==> src/rtl/dmem_pkg.sv <==
// dmem_pkg: shared types and constants for the byte-addressed data memory.
// Size encodings, FSM states and the latched request bundle.
package dmem_pkg;

  localparam logic [1:0] SZ_BYTE = 2'b00;
  localparam logic [1:0] SZ_HALF = 2'b01;
  localparam logic [1:0] SZ_WORD = 2'b10;

  localparam int WAIT_W = 4;

  typedef enum logic [1:0] {
    S_IDLE,
    S_WAIT,
    S_DONE
  } state_t;

  typedef struct packed {
    logic        we;
    logic [1:0]  size;
    logic        sign_ext;
    logic [31:0] addr;
    logic [31:0] wdata;
  } dmem_req_t;

endpackage

==> src/rtl/dmem_lane.sv <==
// dmem_lane: big-endian byte-lane steering for one aligned word.
// be[j] enables rword bits [8j+7:8j]; byte offset 0 sits in bits [31:24].
module dmem_lane
  import dmem_pkg::*;
(
  input  logic [1:0]  size,
  input  logic [1:0]  off,
  input  logic        sign_ext,
  input  logic [31:0] wdata,
  input  logic [31:0] rword,
  output logic [3:0]  be,
  output logic [31:0] wlane,
  output logic [31:0] rext
);

  logic [7:0]  rbyte;
  logic [15:0] rhalf;

  assign rbyte = rword[{~off, 3'b000} +: 8];
  assign rhalf = rword[{~off[1], 4'b0000} +: 16];

  always_comb begin
    be    = '0;
    wlane = '0;
    rext  = '0;
    unique case (1'b1)
      size == SZ_BYTE: begin
        be    = 4'b1000 >> off;
        wlane = {4{wdata[7:0]}};
        rext  = {{24{sign_ext & rbyte[7]}}, rbyte};
      end
      size == SZ_HALF: begin
        be    = off[1] ? 4'b0011 : 4'b1100;
        wlane = {2{wdata[15:0]}};
        rext  = {{16{sign_ext & rhalf[15]}}, rhalf};
      end
      size == SZ_WORD: begin
        be    = 4'b1111;
        wlane = wdata;
        rext  = rword;
      end
      default: ;
    endcase
  end

endmodule

==> src/rtl/dmem_ctrl.sv <==
// dmem_ctrl: byte-addressed data memory with req/done handshake and wait states.
// Define DMEM_ALIGN_CHECK_EN to reject misaligned halfword/word accesses.
module dmem_ctrl
  import dmem_pkg::*;
#(
  parameter int DEPTH_BYTES = 128,
  parameter int WAIT_CYCLES = 0
) (
  input  logic        clk,
  input  logic        reset,
  input  logic        req,
  input  logic        we,
  input  logic [1:0]  size,
  input  logic        sign_ext,
  input  logic [31:0] addr,
  input  logic [31:0] wdata,
  output logic        busy,
  output logic        done,
  output logic [31:0] rdata,
  output logic        err
);

  localparam int AW = $clog2(DEPTH_BYTES);

  state_t            state, next;
  logic [WAIT_W-1:0] cnt;
  dmem_req_t         lat, op;
  logic [7:0]        mem [DEPTH_BYTES];

  logic        accept, fire, bad, oor, mis;
  logic [1:0]  span;
  logic [32:0] last;
  logic [AW-3:0] row;
  logic [3:0]  be;
  logic [31:0] rword, wlane, rext;

  assign busy   = state == S_WAIT;
  assign done   = state == S_DONE;
  assign accept = req && (state != S_WAIT);

  // A zero-wait access is performed on its own acceptance edge.
  assign op = (state == S_WAIT) ? lat
            : {we, size, sign_ext, addr, wdata};

  always_comb begin
    next = state;
    unique case (state)
      S_IDLE, S_DONE:
        next = !accept ? S_IDLE
             : (WAIT_CYCLES > 0) ? S_WAIT : S_DONE;
      S_WAIT:
        if (cnt == '0) next = S_DONE;
      default: next = S_IDLE;
    endcase
  end

  assign fire = next == S_DONE;

  assign span = (op.size == SZ_WORD) ? 2'd3
              : (op.size == SZ_HALF) ? 2'd1 : 2'd0;
  assign last = {1'b0, op.addr} + 33'(span);
  assign oor  = last >= 33'(DEPTH_BYTES);

`ifdef DMEM_ALIGN_CHECK_EN
  assign mis = ((op.size == SZ_HALF) && op.addr[0])
            || ((op.size == SZ_WORD) && (op.addr[1:0] != 2'b00));
`else
  assign mis = 1'b0;
`endif

  assign bad = oor || mis || (op.size == 2'b11);
  assign row = bad ? '0 : op.addr[AW-1:2];

  assign rword = {mem[{row, 2'd0}], mem[{row, 2'd1}],
                  mem[{row, 2'd2}], mem[{row, 2'd3}]};

  dmem_lane u_lane (
    .size     (op.size),
    .off      (op.addr[1:0]),
    .sign_ext (op.sign_ext),
    .wdata    (op.wdata),
    .rword    (rword),
    .be       (be),
    .wlane    (wlane),
    .rext     (rext)
  );

  always_ff @(posedge clk or posedge reset) begin
    if (reset) state <= S_IDLE;
    else       state <= next;
  end

  always_ff @(posedge clk or posedge reset) begin
    if (reset) begin
      cnt   <= '0;
      lat   <= '0;
      rdata <= '0;
      err   <= 1'b0;
      for (int i = 0; i < DEPTH_BYTES; i++)
        mem[AW'(i)] <= 8'(i);
    end else begin
      if (accept) begin
        lat <= op;
        cnt <= WAIT_W'(WAIT_CYCLES - 1);
      end else if (state == S_WAIT) begin
        cnt <= cnt - WAIT_W'(1);
      end
      if (fire) begin
        err <= bad;
        if (bad)         rdata <= '0;
        else if (!op.we) rdata <= rext;
        if (!bad && op.we)
          for (int j = 0; j < 4; j++)
            if (be[j]) mem[{row, 2'(3 - j)}] <= wlane[8*j +: 8];
      end
    end
  end

endmodule

==> config.mk <==
export PLATFORM = sky130hd
export DESIGN_NAME = dmem_ctrl
export DESIGN_NICKNAME = d
export VERILOG_FILES = /design/src/rtl/dmem_pkg.sv /design/src/rtl/dmem_lane.sv /design/src/rtl/dmem_ctrl.sv
export SDC_FILE = /design/constraint.sdc
export NUM_CORES = 2
export LEC_CHECK = 0
export CAP_MARGIN = 30
export CORE_AREA = 2 2 252 378
export CTS_CLUSTER_SIZE = 20
export DETAILED_ROUTE_END_ITERATION = 16
export DIE_AREA = 0 0 254 380
export GPL_TIMING_DRIVEN = 0
export HOLD_SLACK_MARGIN = 0.15
export PLACE_DENSITY = 0.77
export SYNTH_ARGS = -nofsm -noshare
export SYNTH_HDL_FRONTEND = slang
export SYNTH_HIERARCHICAL = 1
export SYNTH_SLANG_ARGS = --single-unit
==> constraint.sdc <==
create_clock -name clk -period 21.3 [get_ports clk]
set_clock_uncertainty 0.15 [all_clocks]
set_input_delay 3.195 -clock clk [delete_from_list [all_inputs] [get_ports clk]]
set_output_delay 3.195 -clock clk [all_outputs]
set_load 0.01 [all_outputs]
==> impl_metrics.env <==
export IMPL_routed_wl_mm=220
export IMPL_fin_crit_ns=12.00
export IMPL_fin_setup_tns_ns=0
export IMPL_synth_cell_types=82
export IMPL_hold_ws_ns=0.350
export IMPL_nets=4476
export IMPL_power_total_mw=4.68
export IMPL_vias_per_cell=6.97
export IMPL_critPathCaptureType="register"
export IMPL_fin_cells=5755
export IMPL_cts_resized=0
export IMPL_synth_area_leaders="edfxtp_1, dfrtp_1, mux2_2"
export IMPL_io_pins=106
export IMPL_vias=40100
export IMPL_grt_overflow=0
export IMPL_combPwrFrac_pct=8.5
export IMPL_path_depth=31
export IMPL_synth_cell_area_um2=52600
export IMPL_first_global_vias=39300
export IMPL_powerDensity_nw_per_um2=76.9
export IMPL_fp_dieW_um=254
export IMPL_grt_max_degree=130
export IMPL_cp_max_fo=10
export IMPL_cts_buffers=103
export IMPL_io_buffers=105
export IMPL_hold_depth=1
export IMPL_setup_viol=0
export IMPL_synth_edf_count=512
export IMPL_slew_limit_headroom_pct=17.4
export IMPL_fin_ws_ns=9.30
export IMPL_hold_buffers=0
export IMPL_cpMostUsedCell="clkbuf_1"
export IMPL_seq_area_frac_synth_pct=59.1
export IMPL_hold_class="register to register"
export IMPL_netlist_instances=4042
export IMPL_cts_max_level=3
export IMPL_pwr_share_clk_pct=42.2
export IMPL_slowest_stage="a2111oi_0"
export IMPL_yosys_warnings=6
export IMPL_fmax_ghz=0.0833
export IMPL_switching_share_pct=25.1
export IMPL_post_cts_buffers=0
export IMPL_groute_usage_overall_pct=46.1
export IMPL_die_y_um=380
export IMPL_leakage_nw=24.5
export IMPL_r2r_cells=31
export IMPL_wl_per_cell_um=38.2
export IMPL_fillers=6911
export IMPL_slew_viol_final=0
export IMPL_status="finished clean"
export IMPL_initial_core_util_pct=56.7
export IMPL_dpl_hpwl_mm=162
export IMPL_core_um2=92900
export IMPL_gp_congestion=1.05
export IMPL_final_cell_mix="nand2_1, mux2_2, edfxtp_1"
export IMPL_worst_setup_path_start_kind="register"
export IMPL_drive_above_1_share_pct=29.9
export IMPL_syn_num_nets=4119
export IMPL_yosys_area_top_type="edfxtp_1"
export IMPL_required_ns=21.77
export IMPL_cp_arrival_ns=12.47
export IMPL_clockRootBuffer="clkbuf_16"
export IMPL_drv_cap=0
export IMPL_ir_worst_vdd_mv=0.0811
export IMPL_seqPwrFrac_pct=49.3
export IMPL_multiInputGateArea_um2=20500
export IMPL_criticalPathCategory="register to register"
export IMPL_drtPass1Iterations=7
export IMPL_syn_area_per_cell_um2=13.0
export IMPL_grt_pass1_wl_mm=304
export IMPL_place_inst=5532
export IMPL_clkSinkCount=1131
export IMPL_rsz0062_at_grt="no"
export IMPL_row_count=137
export IMPL_cts_tree="done"
export IMPL_critPathTopFamily="buffers and inverters"
export IMPL_synth_async_sr_flop_share_pct=54.7
export IMPL_ant_nets=0
export IMPL_final_common_cell="nand2_1"
export IMPL_seq_area_um2=31100
export IMPL_place_ws_ns=9.82
export IMPL_drc=0
export IMPL_slowest_delay_ns=0.96
export IMPL_cts_buffer_depth=3
export IMPL_hold_viol_final=0
export IMPL_area_delta_synth_final_pct=15.7
export IMPL_clock_latency_ns=0.74
export IMPL_antenna_found_initial=27
export IMPL_clkTransAtPathRegs_ns=0.07
export IMPL_period_share_pct=56.4
export IMPL_ys_dominant_reg_cell="edfxtp_1"
export IMPL_ys_ff_latch=1131
export IMPL_crit_buf_inv=11
export IMPL_power_switching_mw=1.17
export IMPL_synth_top_area_share_pct=29.2
export IMPL_initialDrtViolationCount=5709
export IMPL_internal_power_mw=3.51
export IMPL_tightest_slew_ns=1.23
export IMPL_dieArea_um2=96500
==> area by class of cell <==
cell class                      instances  share of cell area (%)
Buffer                                300                    2.00
Clock buffer                          139                    4.82
Inverter                               15                   0.105
Sequential cell                      1131                    51.1
Timing Repair Buffer                  252                    4.79
Antenna cell                           16                  0.0657
Clock inverter                         55                    1.02
Tap cell                             1251                    2.57
Multi-Input combinational cell       2596                    33.6
==> state kept, by name, summed over array words and instances (netlist names) <==
register / flops
cnt: 4
lat: 68
err: 1
mem: 1024
rdata: 32
state: 2
==> stage by stage <==
step	utilization (%)	instance area, um^2
2_1_floorplan	-	52600
3_3_place_gp	59.5	55300
3_5_place_dp	61.5	57200
4_1_cts	65.4	60700
5_1_grt	65.5	60900
6_report	65.6	60900
==> cell families after synthesis <==
kind of cell             share of synthesized area (%)
AO/OA/AOI/OAI                                     7.29
XOR/XNOR                                         0.166
adder cells (fa/ha/maj)                          0.157
buffers and inverters                             2.40
flip-flops                                        59.1
multiplexers                                      20.0
AND/OR/NAND/NOR                                   10.9
==> routing by layer <==
metal  global-route usage (%)  vias to the layer above  part of all wire, %
met5                    0.153                        -                0.070
met1                     52.6                    20200                   32
li1                         -                    15800                    -
met2                     69.5                     3116                   45
met4                     41.6                       18                   11
met3                     14.2                     1011                   12
==> path summary, 6_finish.rpt <==
path | to | slack (ns) | start
setup / recovery | rdata[5]$_DFFE_PP0P_ | 9.30 | state[0]$_DFF_PP0_
hold / removal | mem[723]$_DFFE_PP0P_ | 0.35 | mem[723]$_DFFE_PP0P_
setup reg to reg | rdata[5]$_DFFE_PP0P_ | 9.30 | state[0]$_DFF_PP0_
hold reg to reg | mem[723]$_DFFE_PP0P_ | 0.35 | mem[723]$_DFFE_PP0P_
max in group asynchronous | mem[837]$_DFFE_PP0P_ | 16.11 | reset
min in group asynchronous | mem[826]$_DFFE_PP0P_ | 2.76 | reset
==> power by group through the flow <==
stage | Combinational, mW | Sequential [mW] | Clock, mW
floorplan | 0.162 | 2.35 | 0
global placement | 0.334 | 2.35 | 0
detailed placement | 0.371 | 2.35 | 0
CTS | 0.373 | 2.31 | 1.97
global route | 0.398 | 2.31 | 2.06
finish | 0.397 | 2.31 | 1.98
==> synth_stat cells, drive strengths merged (87+ instances only) <==
cell type / count
a21oi: 189
buf: 87
clkbuf: 213
dfrtp: 427
dfstp: 192
edfxtp: 512
mux2: 584
mux2i: 95
mux4: 133
nand2: 576
nand3: 104
nor2: 118
o21ai: 129
(Power assumes the default switching activity.)
